<file path="src/rtl/vx_stream_demux.sv">
// rtl/vx_stream_demux.sv - one-to-N valid/ready stream demultiplexer
//
// Purpose:
//   Steers each beat accepted on the input stream to the single output
//   selected by sel_in.
//   BUFFERED=0: combinational passthrough, zero latency.
//   BUFFERED=1: a 2-entry in-order FIFO per output. ready_in depends on
//               registered FIFO state only, so there is no ready_out ->
//               ready_in combinational path.
//   A select index >= NUM_REQS is accepted and dropped, and it raises the
//   sticky sel_err flag.
//
// Ports:
//   clk          rising-edge clock for all state.
//   reset        synchronous active-low reset.
//   valid_in     upstream beat valid.
//   sel_in       destination output index (SELW bits).
//   data_in      payload (DATAW bits).
//   ready_in     upstream beat accepted when valid_in && ready_in.
//   valid_out    per-output valid (NUM_REQS bits).
//   data_out     per-output payload, output i in bits [i*DATAW +: DATAW].
//   ready_out    per-output consumer ready (NUM_REQS bits).
//   sel_err      sticky flag: an out-of-range sel_in was seen with valid_in.
//   perf_stalls  (VX_STREAM_DEMUX_PERF_EN only) saturating count of cycles
//                with valid_in && !ready_in.
//
// Optional feature macro: VX_STREAM_DEMUX_PERF_EN

module vx_stream_demux #(
  parameter  int NUM_REQS = 4,
  parameter  int DATAW    = 32,
  parameter  int BUFFERED = 1,
  localparam int SELW     = (NUM_REQS > 1) ? $clog2(NUM_REQS) : 1
) (
  input  logic                      clk,
  input  logic                      reset,
  input  logic                      valid_in,
  input  logic [SELW-1:0]           sel_in,
  input  logic [DATAW-1:0]          data_in,
  output logic                      ready_in,
  output logic [NUM_REQS-1:0]       valid_out,
  output logic [NUM_REQS*DATAW-1:0] data_out,
  input  logic [NUM_REQS-1:0]       ready_out,
  output logic                      sel_err
`ifdef VX_STREAM_DEMUX_PERF_EN
  ,
  output logic [31:0]               perf_stalls
`endif
);

  // Every SELW-bit index addresses a slot in the padded vectors below,
  // so an out-of-range select never indexes past the end of a vector.
  localparam int NSEL = 1 << SELW;

  logic [SELW-1:0]     w_sel;
  logic                w_sel_ok;
  logic [NUM_REQS-1:0] w_route;
  logic                r_sel_err;

  // With a single output the select input carries no information.
  assign w_sel    = (NUM_REQS == 1) ? '0 : sel_in;
  assign w_sel_ok = (NUM_REQS == 1) ? 1'b1 : (32'(w_sel) < NUM_REQS);

  for (genvar g = 0; g < NUM_REQS; g++) begin : g_route
    assign w_route[g] = valid_in && w_sel_ok && (w_sel == SELW'(g));
  end

  if (BUFFERED == 0) begin : g_pass
    logic [NSEL-1:0] w_ready_ext;

    assign w_ready_ext = NSEL'(ready_out);
    assign valid_out   = w_route;
    // Dropped beats are always accepted.
    assign ready_in    = w_sel_ok ? w_ready_ext[w_sel] : 1'b1;

    for (genvar g = 0; g < NUM_REQS; g++) begin : g_data
      assign data_out[g*DATAW +: DATAW] = data_in;
    end
  end else begin : g_buf
    logic [NUM_REQS-1:0] w_full;
    logic [NSEL-1:0]     w_full_ext;

    assign w_full_ext = NSEL'(w_full);
    assign ready_in   = w_sel_ok ? !w_full_ext[w_sel] : 1'b1;

    for (genvar g = 0; g < NUM_REQS; g++) begin : g_fifo
      logic [DATAW-1:0] r_mem [2];
      logic [1:0]       r_count;
      logic             r_wr_ptr;
      logic             r_rd_ptr;
      logic             w_push;
      logic             w_pop;

      // A full FIFO refuses the push even when it pops in the same cycle;
      // this keeps ready_in a function of registered state only.
      assign w_full[g] = (r_count == 2'd2);
      assign w_push    = w_route[g] && !w_full[g];
      assign w_pop     = (r_count != 2'd0) && ready_out[g];

      always_ff @(posedge clk) begin
        if (!reset) begin
          r_count  <= 2'd0;
          r_wr_ptr <= 1'b0;
          r_rd_ptr <= 1'b0;
        end else begin
          if (w_push) r_wr_ptr <= ~r_wr_ptr;
          if (w_pop)  r_rd_ptr <= ~r_rd_ptr;
          // Push and pop together leave the count unchanged; at count 1
          // the read pointer moves onto the slot just written.
          case ({w_push, w_pop})
            2'b10:   r_count <= r_count + 2'd1;
            2'b01:   r_count <= r_count - 2'd1;
            default: r_count <= r_count;
          endcase
        end
      end

      // Payload storage needs no reset; validity is carried by r_count.
      always_ff @(posedge clk) begin
        if (w_push) r_mem[r_wr_ptr] <= data_in;
      end

      assign valid_out[g]               = (r_count != 2'd0);
      assign data_out[g*DATAW +: DATAW] = r_mem[r_rd_ptr];
    end
  end

  always_ff @(posedge clk) begin
    if (!reset) begin
      r_sel_err <= 1'b0;
    end else if (valid_in && !w_sel_ok) begin
      r_sel_err <= 1'b1;
    end
  end

  assign sel_err = r_sel_err;

`ifdef VX_STREAM_DEMUX_PERF_EN
  logic [31:0] r_perf_stalls;

  always_ff @(posedge clk) begin
    if (!reset) begin
      r_perf_stalls <= 32'd0;
    end else if (valid_in && !ready_in && (r_perf_stalls != 32'hFFFF_FFFF)) begin
      r_perf_stalls <= r_perf_stalls + 32'd1;
    end
  end

  assign perf_stalls = r_perf_stalls;
`endif

endmodule

</file>
<file path="config.mk">
export PLATFORM = sky130hd
export DESIGN_NAME = vx_stream_demux
export DESIGN_NICKNAME = d
export VERILOG_FILES = /design/src/rtl/vx_stream_demux.sv
export SDC_FILE = /design/constraint.sdc
export NUM_CORES = 1
export LEC_CHECK = 0
export BUFFER_PORTS_ARGS = -buffer_cell sky130_fd_sc_hd__buf_2
export CAP_MARGIN = 25
export CORE_AREA = 4 4 148 150
export DETAILED_ROUTE_END_ITERATION = 10
export DIE_AREA = 0 0 152 154
export PLACE_DENSITY = 0.7
export SLEW_MARGIN = 10
export SYNTH_ARGS = -nofsm -noshare
export SYNTH_HDL_FRONTEND = slang
export SYNTH_SLANG_ARGS = --single-unit
</file>
<file path="constraint.sdc">
create_clock -name clk -period 3.68 [get_ports clk]
set_input_delay 0.368 -clock clk [delete_from_list [all_inputs] [get_ports clk]]
set_output_delay 0.368 -clock clk [all_outputs]
set_load 0.01 [all_outputs]
</file>
==> flow_metrics.tcl, run 1 <==
set metrics [dict create \
    clock_latency_ps 510 \
    timing.rr.end "g_buf.g_fifo[0].r_mem[0][16]" \
    postSynthAreaPerCell_um2 20.0 \
    grt_pass1_vias 5278 \
    cp.required_ps 3310 \
    async_reset_ff_frac 0 \
    wl_per_cell_um 20.0 \
    sw_frac_of_total 0.228 \
    grt_pass1_wl_um 30000 \
    synth-edff-count 256 \
    combinationalPowerShare 0.117 \
    ys_ff_latch 276 \
    grt_overflow 0 \
    h-tree-depth 1 \
    via_per_inst 5.11 \
    grtUsageTotal 0.163 \
    utilization 0.599 \
    synthMuxAreaShare 0.147 \
    fin_area_um2 12400 \
    cap_viol_max_count 0 \
    slowest_stage "dfxtp_2" \
    period_needed_ps 2390 \
    synth_adder_area_share 0.00491 \
    p_leak_nw 4.35 \
    outcome "finished, final reports clean" \
    cts_buffers 27 \
    synth_top_area_cell "edfxtp_1" \
    fmaxAchievable_ghz 0.419 \
    start_kind "flop" \
    dp_hpwl_um 12900 \
    synth.area.top_cells "edfxtp_1, mux2_2, dfxtp_1, xnor2_1, mux2_1" \
    die-height_um 154 \
    multiInputGateArea_um2 2050 \
    placed_area_um2 11400 \
    n_antenna_cell 0 \
    drtIter0Drc 265 \
    clock-sinks 276 \
    p_clk_frac 0.367 \
    core_um2 20700 \
    cp_cell_sequence "mux2_2 > buf_2" \
    cts_buffer_depth 3 \
    synth-simple-area-share 0.0242 \
    first_pass_iters 5 \
    power_density_nw_per_um2 578 \
    synth_top_area_frac 0.754 \
    synth_cells 511 \
    peakVddDrop_uv 381 \
    drive_gt1_frac 0.494 \
    p_int_mw 5.53 \
    max-slew-margin-rel 0.329 \
    clockRootBuffer "clkbuf_16" \
    wl_um 19800 \
    synth_compound_area_frac 0.00785 \
    cts_tree "yes" \
    setup_viol 0 \
    synth_xor_area_frac 0.0103 \
    crit_arrival_ps 2020 \
    syn_nets 556 \
    skew_ps 9.79 \
    hold_violations 0 \
    place_congestion 0.759 \
    yosys_warnings 0 \
    die-area_um2 23400 \
    synthToLayoutAreaGrowth_pct 21.5 \
    p_seq_frac 0.516 \
    portBuffers 173 \
    hold_path_class "in2reg" \
    rr_startpoint "g_buf.g_fifo[0].r_count[0]" \
    ant_nets 0 \
    grt_start_max_net_pins 33 \
    cp_max_fo 32 \
    yosysMostFrequentCell "edfxtp_1" \
    fin_nets 743 \
    period_share 0.648 \
    ios 175 \
    cp_top_family "flip-flops" \
    cts_resized 0 \
    path_buf_inv 1 \
    max_stage_delay_ps 920 \
    post_cts_buffers 0 \
    fin_tns_setup_ps 0 \
    regArea_um2 8090 \
    tightest_slew_ps 1000 \
    rsz0062_at_grt "no" \
    hp-start "data_in[12]" \
    cp-end-kind "primary output" \
    hold_end "g_buf.g_fifo[3].r_mem[1][12]" \
    ys_seq_area_frac 0.793 \
    netlist_top_cells_count "edfxtp_1, mux2_2, dfxtp_1" \
    hold-worst-slack_ps 129 \
    core.rowCount 53 \
    slew_viol_final 0 \
    critPathKind "reg2out" \
    vias 5069 \
    synth_top_family_by_area "multiplexers" \
    fill_cells 1557 \
    clk_pin_slew_ps 60 \
    rr_worst_depth 3 \
    synthesis.area_um2 10200 \
    synth_ff_type "edfxtp_1" \
    whs_path_depth 1 \
    die_x_um 152 \
    drc 0 \
    switchingPower_mw 1.63 \
    r2r_slack_ps 1470 \
    postCtsHoldBufs 0 \
    initial_core_util 0.493 \
    ys_types 26 \
    antenna_found_initial 0 \
]
## logic make-up after synthesis
kind of cell,Yosys count
flops,276
fa+ha+maj,4
buf+inv,27
simple gates,46
other cells,1
xor+xnor,12
compound gates,12
mux,133
## flip-flops by register name (all words and copies together) (netlist names), named ones only
signal,flops
g_buf.g_fifo.r_wr_ptr,4
g_buf.g_fifo.r_mem,256
g_buf.g_fifo.r_count,8
g_buf.g_fifo.r_rd_ptr,4
## power groups by stage
stage | clock [mW] | sequential [mW] | combinational [mW]
final | 2.63 | 3.69 | 0.839
after global routing | 2.84 | 3.71 | 0.899
after CTS | 2.68 | 3.70 | 0.846
after detailed placement | 0 | 3.77 | 0.840
after global placement | 0 | 3.75 | 0.822
after floorplan | 0 | 3.64 | 0.593
## how the worst max path moves through the flow
| stage | end | slack [ps] | depth (start not counted) |
|---|---|---|---|
| floorplan | g_buf.g_fifo[0].r_mem[0][0] | 920 | 4 |
| global placement | g_buf.g_fifo[0].r_mem[1][20] | 1360 | 4 |
| detailed placement | g_buf.g_fifo[0].r_mem[0][17] | 1270 | 4 |
| CTS | data_out[32] | 1240 | 2 |
| global route | data_out[45] | 1190 | 2 |
| finish | data_out[45] | 1290 | 2 |
## stage by stage
step	worst slack, ps	cells	power [mW]
floorplan	917	511	4.23
global placement	1360	938	4.58
detailed placement	1270	939	4.60
CTS	1240	987	7.23
global route	1190	992	7.45
finish	1290	992	7.16
## cells in the final DEF, fill, tap and decap left out, types with 2 or more instances in the layout
cell type,instances
clkinv_1,5
mux2_2,119
xnor2_1,12
nand2b_1,2
bufinv_16,3
nor2b_1,11
nor2_4,8
clkbuf_1,4
edfxtp_1,256
nand2_1,9
mux2i_1,4
a21boi_0,4
o21a_1,4
buf_2,173
ha_1,4
inv_1,6
buf_16,6
or3_1,5
mux2_1,9
clkbuf_16,27
dfxtp_1,16
dfxtp_2,4
o21ai_0,4
clkinv_2,7
and2_1,4
or2_2,4
## routing by layer
metal  vias up  global-route usage  part of all wire
met5         -                   0                 0
met3        25              0.0293             0.053
met2       158               0.276              0.49
li1       2335                   -                 -
met4         0              0.0402             0.016
met1      2551               0.220              0.44
## final cells by class
type | count | area share
clock buffer | 31 | 0.0557
clock inverter | 17 | 0.0130
inverter | 6 | 0.00182
multi-input combinational | 208 | 0.165
sequential | 276 | 0.653
tap | 275 | 0.0278
timing repair buffer | 179 | 0.0832
Power figures use the tool's default switching activity.
==> inputs of run 2 (changes only) <==
--- a/config.mk
+++ b/config.mk
@@ -5,12 +5,13 @@
 export SDC_FILE = /design/constraint.sdc
 export NUM_CORES = 1
 export LEC_CHECK = 0
+export ABC_AREA = 1
 export BUFFER_PORTS_ARGS = -buffer_cell sky130_fd_sc_hd__buf_2
 export CAP_MARGIN = 25
-export CORE_AREA = 4 4 148 150
+export CORE_AREA = 4 4 153 155
 export DETAILED_ROUTE_END_ITERATION = 10
-export DIE_AREA = 0 0 152 154
-export PLACE_DENSITY = 0.7
+export DIE_AREA = 0 0 157 159
+export PLACE_DENSITY = 0.69
 export SLEW_MARGIN = 10
 export SYNTH_ARGS = -nofsm -noshare
 export SYNTH_HDL_FRONTEND = slang
==> constraint.sdc (replaced) <==
create_clock -name clk -period 2.4 [get_ports clk]
set_input_delay 0.24 -clock clk [delete_from_list [all_inputs] [get_ports clk]]
set_output_delay 0.24 -clock clk [all_outputs]
set_load 0.01 [all_outputs]
==> run 2 against run 1 <==
Compared with the run above: die area increased by 6.6%; non-clock buffer count grew 37; global-route usage up 1.1 points; via count grew 7.7%; sequential share of layout area fell by 3.9 points; combinational power rose by 36%; critical endpoint is now data_out[39]; largest cell class unchanged; highest routed layer is now met5.
==> flow_metrics.tcl, run 2 <==
set metrics [dict create \
    outcome "finished, final reports clean" \
    critPathKind "reg2out" \
    final_cell_mix "edfxtp_1, buf_2, mux2_4, clkbuf_16, dlygate4sd3_1" \
    yosys_warnings 0 \
    synthesis.area_um2 10900 \
    placed_area_um2 12000 \
    slew_viol_final 0 \
    timing.rr.end "g_buf.g_fifo[2].r_count[1]" \
    endpoint "data_out[39]" \
    dp.cells 995 \
    synth_top_family_by_area "multiplexers" \
    synth_xor_area_frac 0 \
    period_share 0.902 \
    layout_commonest_cell "edfxtp_1" \
    p_leak_nw 5.01 \
    drtIter0Drc 192 \
    synth_top_area_frac 0.706 \
    hold-worst-slack_ps 17.2 \
    fin_area_um2 13200 \
    synth_cells 543 \
    rr_startpoint "g_buf.g_fifo[2].r_count[0]" \
    fin_tns_setup_ps 0 \
    synth_compound_area_frac 0.0106 \
    instances_no_fill 1071 \
    async_reset_ff_frac 0 \
    cp-end-kind "primary output" \
    syn_nets 588 \
    grt_pass1_vias 5683 \
    synthToLayoutAreaGrowth_pct 21.1 \
    setup_viol 0 \
    initial_core_util 0.499 \
    r2r_slack_ps 680 \
    largest_reg_flops 256 \
    cp_max_fo 20 \
    die-height_um 159 \
    wl_um 22100 \
    power_density_nw_per_um2 815 \
    max-slew-margin-rel 0.497 \
    ios 175 \
    crit_arrival_ps 1930 \
    postSynthAreaPerCell_um2 20.0 \
    die_x_um 157 \
    fmaxAchievable_ghz 0.462 \
    hold_path_class "in2reg" \
    wl_per_cell_um 20.7 \
    core_um2 21800 \
    synth_ff_type "edfxtp_1" \
    synthMuxAreaShare 0.174 \
    drive_gt1_frac 0.503 \
    post_cts_buffers 0 \
    start_kind "flop" \
    synth_adder_area_share 0.00460 \
    dp_hpwl_um 14800 \
    clock_latency_ps 530 \
    synth-simple-area-share 0.0338 \
    drc 0 \
    fill_cells 1599 \
    yosysMostFrequentCell "edfxtp_1" \
    core.rowCount 54 \
    clock-sinks 276 \
    synth-edff-count 256 \
    n_antenna_cell 0 \
    synth.area.top_cells "edfxtp_1, mux2_4, dfxtp_1, buf_12, nor2_1" \
    fin_nets 816 \
    cts_buffer_depth 3 \
    ys_ff_latch 276 \
    cap_viol_max_count 0 \
    rr_worst_depth 10 \
    grt_start_max_net_pins 33 \
    cts_resized 0 \
    postCtsHoldBufs 26 \
    ys_types 26 \
    rsz0062_at_grt "no" \
    first_pass_iters 4 \
    cts_buffers 28 \
    grt_overflow 0 \
    hp-start "data_in[0]" \
    cts_tree "yes" \
    die-area_um2 25000 \
    utilization 0.604 \
    synth_top_area_cell "edfxtp_1" \
    hold_violations 0 \
    place_congestion 0.792 \
    tightest_slew_ps 753 \
    peakVddDrop_uv 604 \
    vias 5460 \
    reg_top3 "g_buf.g_fifo.r_mem (256), g_buf.g_fifo.r_count (8)" \
    ys_seq_area_frac 0.743 \
    grt_pass1_wl_um 33400 \
    grtUsageTotal 0.174 \
    ant_nets 0 \
    h-tree-depth 1 \
    cp.required_ps 2160 \
    skew_ps 9.37 \
    antenna_found_initial 1 \
    period_needed_ps 2170 \
    via_per_inst 5.10 \
    netlist_top_cells_count "edfxtp_1, mux2_4, nor2_1" \
    top_register "g_buf.g_fifo.r_mem" \
    clk_pin_slew_ps 60 \
    portBuffers 173 \
    clockRootBuffer "clkbuf_16" \
]
==> run 2: cell types whose count changed in the layout (fill, tap and decap cells not counted), sizes merged, moves of 5 or more <==
cell and delta:
dlygate4sd3 +26, nor2 +23, nand2 +20, a21oi +12, inv +12, xnor2 -12
buf +11, nor2b -11, or3 -5
==> run 2: how the worst min path moves through the flow <==
| stage | to | slack (ps) | depth (start not counted) |
|---|---|---|---|
| 6_report | g_buf.g_fifo[0].r_mem[1][0] | 20 | 1 |
| 5_1_grt | g_buf.g_fifo[0].r_mem[1][0] | 20 | 1 |
| 4_1_cts | g_buf.g_fifo[0].r_mem[1][0] | 2 | 1 |
| 3_5_place_dp | g_buf.g_fifo[0].r_rd_ptr | 490 | 2 |
| 3_3_place_gp | g_buf.g_fifo[0].r_rd_ptr | 480 | 2 |
| 2_1_floorplan | g_buf.g_fifo[0].r_mem[0][0] | 340 | 0 |
==> run 2: through the flow <==
step / total power, mW / worst slack [ps]
after detailed placement: 6.71 / 696
after global routing: 11.1 / 136
final: 10.7 / 235
after floorplan: 6.33 / 37.6
after global placement: 6.67 / 758
after CTS: 10.9 / 188
==> run 2: layout make-up <==
class	count	area, um2	share of cell area
Timing Repair Buffer	216	1330	0.101
Multi-Input combinational cell	231	2460	0.187
Clock inverter	15	134	0.0102
Sequential cell	276	8090	0.614
Clock buffer	35	748	0.0568
Tap cell	280	350	0.0266
Inverter	18	67.6	0.00513
==> run 2: critical path: stages, from the launching register on <==
cell     delay, ps
dfxtp_2        630
buf_12         290
mux2_4         320
buf_2          140
==> run 2: power breakdown <==
group          internal [mW]  total (mW)  switching, mW
Sequential              5.39        5.48         0.0825
Clock                   2.42        4.12           1.70
Combinational          0.565        1.14          0.578
Total                   8.38        10.7           2.36
==> run 2: cell families after synthesis <==
group           Yosys count
mux                     128
other cells               1
compound gates           21
buf+inv                  36
simple gates             77
flops                   276
fa+ha+maj                 4
==> run 2: metal layers <==
layer	global-route usage	part of all wire	up-vias	wire (um)
met3	0.0435	0.072	31	1600
met2	0.302	0.51	179	11300
li1	-	-	2523	-
met1	0.221	0.40	2725	8870
met5	0	0.00059	-	13
met4	0.0367	0.015	2	331
==> inputs of run 3 (changes only) <==
--- a/config.mk
+++ b/config.mk
@@ -6,12 +6,12 @@
 export NUM_CORES = 1
 export LEC_CHECK = 0
 export ABC_AREA = 1
-export BUFFER_PORTS_ARGS = -buffer_cell sky130_fd_sc_hd__buf_2
 export CAP_MARGIN = 25
 export CORE_AREA = 4 4 153 155
 export DETAILED_ROUTE_END_ITERATION = 10
 export DIE_AREA = 0 0 157 159
-export PLACE_DENSITY = 0.69
+export DONT_BUFFER_PORTS = 1
+export PLACE_DENSITY = 0.62
 export SLEW_MARGIN = 10
 export SYNTH_ARGS = -nofsm -noshare
 export SYNTH_HDL_FRONTEND = slang
==> run 3 against run 2 <==
Compared with the run above: maximum frequency increased by 7.6%; clock power decreased by 2%; register-to-register slack improved by 40 ps; total power down 2.5%; critical path depth is 1 lower; sequential share of layout area rose by 4.0 points; sequential cell count is the same; die area is the same; non-clock buffer count down 160; final area shrank 6.1%; hold slack gained 28 ps; largest power group unchanged.
==> flow_metrics.tcl, run 3 (synthesized netlist as in run 2, its figures left out) <==
set metrics [dict create \
    tightest_slew_ps 578 \
    slew_viol_final 0 \
    top_register "g_buf.g_fifo.r_mem" \
    rsz0062_at_grt "no" \
    die_x_um 157 \
    h-tree-depth 1 \
    die-area_um2 25000 \
    sw_frac_of_total 0.219 \
    grt_pass1_vias 5040 \
    cts_buffers 27 \
    grt_overflow 0 \
    period_needed_ps 2010 \
    cts_buffer_depth 3 \
    fin_nets 655 \
    crit_arrival_ps 1770 \
    via_per_inst 5.34 \
    clock-sinks 276 \
    p_seq_frac 0.522 \
    reg_top3 "g_buf.g_fifo.r_mem (256), g_buf.g_fifo.r_count (8)" \
    cts_resized 0 \
    antenna_found_initial 0 \
    start_kind "flop" \
    drtIter0Drc 298 \
    layout_commonest_cell "edfxtp_1" \
    portBuffers 0 \
    hold_violations 0 \
    drive_gt1_frac 0.354 \
    grt_pass1_wl_um 31800 \
    final_cell_mix "edfxtp_1, mux2_4, dlygate4sd3_1, clkbuf_16, nor2_1" \
    cts_tree "yes" \
    die-height_um 159 \
    place_congestion 0.772 \
    p_leak_nw 4.36 \
    core.rowCount 54 \
    grtUsageTotal 0.167 \
    initial_core_util 0.499 \
    dp.cells 825 \
    outcome "finished, final reports clean" \
    synthToLayoutAreaGrowth_pct 13.7 \
    fill_cells 1625 \
    switchingPower_mw 2.29 \
    core_um2 21800 \
    finalPower_mw 10.5 \
    max-slew-margin-rel 0.614 \
    peakVddDrop_uv 571 \
    p_clk_frac 0.385 \
    grt_start_max_net_pins 33 \
    dp_hpwl_um 13700 \
    first_pass_iters 5 \
    vias 4863 \
    cap_viol_max_count 0 \
    clockRootBuffer "clkbuf_16" \
    drc 0 \
    ios 175 \
    clk_pin_slew_ps 60 \
    cp.required_ps 2160 \
    setup_viol 0 \
    combinationalPowerShare 0.094 \
    clock_latency_ps 520 \
    n_antenna_cell 0 \
    wl_um 21100 \
    utilization 0.567 \
    power_density_nw_per_um2 846 \
    fmaxAchievable_ghz 0.497 \
    p_int_mw 8.18 \
    period_share 0.838 \
    instances_no_fill 910 \
    wl_per_cell_um 23.2 \
    cp-end-kind "primary output" \
    hold_path_class "in2reg" \
    skew_ps 8.06 \
    cp_max_fo 12 \
    ant_nets 0 \
    critPathKind "reg2out" \
    fin_tns_setup_ps 0 \
    largest_reg_flops 256 \
]
[run 3: cell types whose count changed in the layout (fill, tap and decap cells not counted), sizes merged]
cell | previous run | this run
buf | 190 | 20
clkinv | 9 | 7
clkbuf | 35 | 38
dlygate4sd3 | 26 | 36
clkinvlp | 3 | 1
[run 3: power groups by stage]
stage	Clock [mW]	Sequential, mW	Combinational, mW
after global placement	0	5.56	0.878
after floorplan	0	5.54	0.798
final	4.03	5.46	0.983
after detailed placement	0	5.57	0.891
after global routing	4.36	5.47	1.05
after CTS	4.12	5.46	1.00
[run 3: metrics by stage]
| stage | hold WS [ps] | area (um2) | setup WS, ps |
|---|---|---|---|
| 6_report | 45.0 | 12400 | 388 |
| 5_1_grt | 77.1 | 12400 | 325 |
| 4_1_cts | 20.1 | 12400 | 343 |
| 3_5_place_dp | 339 | 11200 | 725 |
| 3_3_place_gp | 339 | 11200 | 806 |
| 2_1_floorplan | 339 | 10900 | 37.6 |
[run 3: repair_timing]
action | 4_1_cts | 5_1_grt
buffers inserted | 0 | 0
endpoints found under the hold margin | 276 | 0
hold buffers | 36 | 0
setup endpoints to repair | 0 | 0
[run 3: final cells by class]
cell class / instances / area, um2 / area share
timing repair buffer: 56 / 561 / 0.0453
clock inverter: 11 / 108 / 0.00870
inverter: 18 / 67.6 / 0.00546
sequential: 276 / 8090 / 0.654
clock buffer: 38 / 737 / 0.0596
tap: 280 / 350 / 0.0283
multi-input combinational: 231 / 2460 / 0.199
[run 3: worst paths after layout]
check / slack (ps) / cells after the start / end / start
worst max-delay path: 390 / 2 / data_out[56] / flop
worst min-delay path: 40 / 4 / g_buf.g_fifo[2].r_wr_ptr / sel_in[0]
worst max register to register: 720 / 7 / g_buf.g_fifo[1].r_mem[0][2] / g_buf.g_fifo[1].r_count[0]
worst min register to register: 500 / 2 / g_buf.g_fifo[1].r_rd_ptr / g_buf.g_fifo[1].r_rd_ptr
[run 3: worst max-delay path: stages, from the launching register on]
cell and delay (ps):
dfxtp_2 510, buf_4 360, mux2_4 370
[run 3: metal layers]
layer / share of wire / GRT usage
met1: 0.40 / 0.206
met2: 0.50 / 0.283
met3: 0.084 / 0.0571
met4: 0.025 / 0.0434
met5: 0 / 0
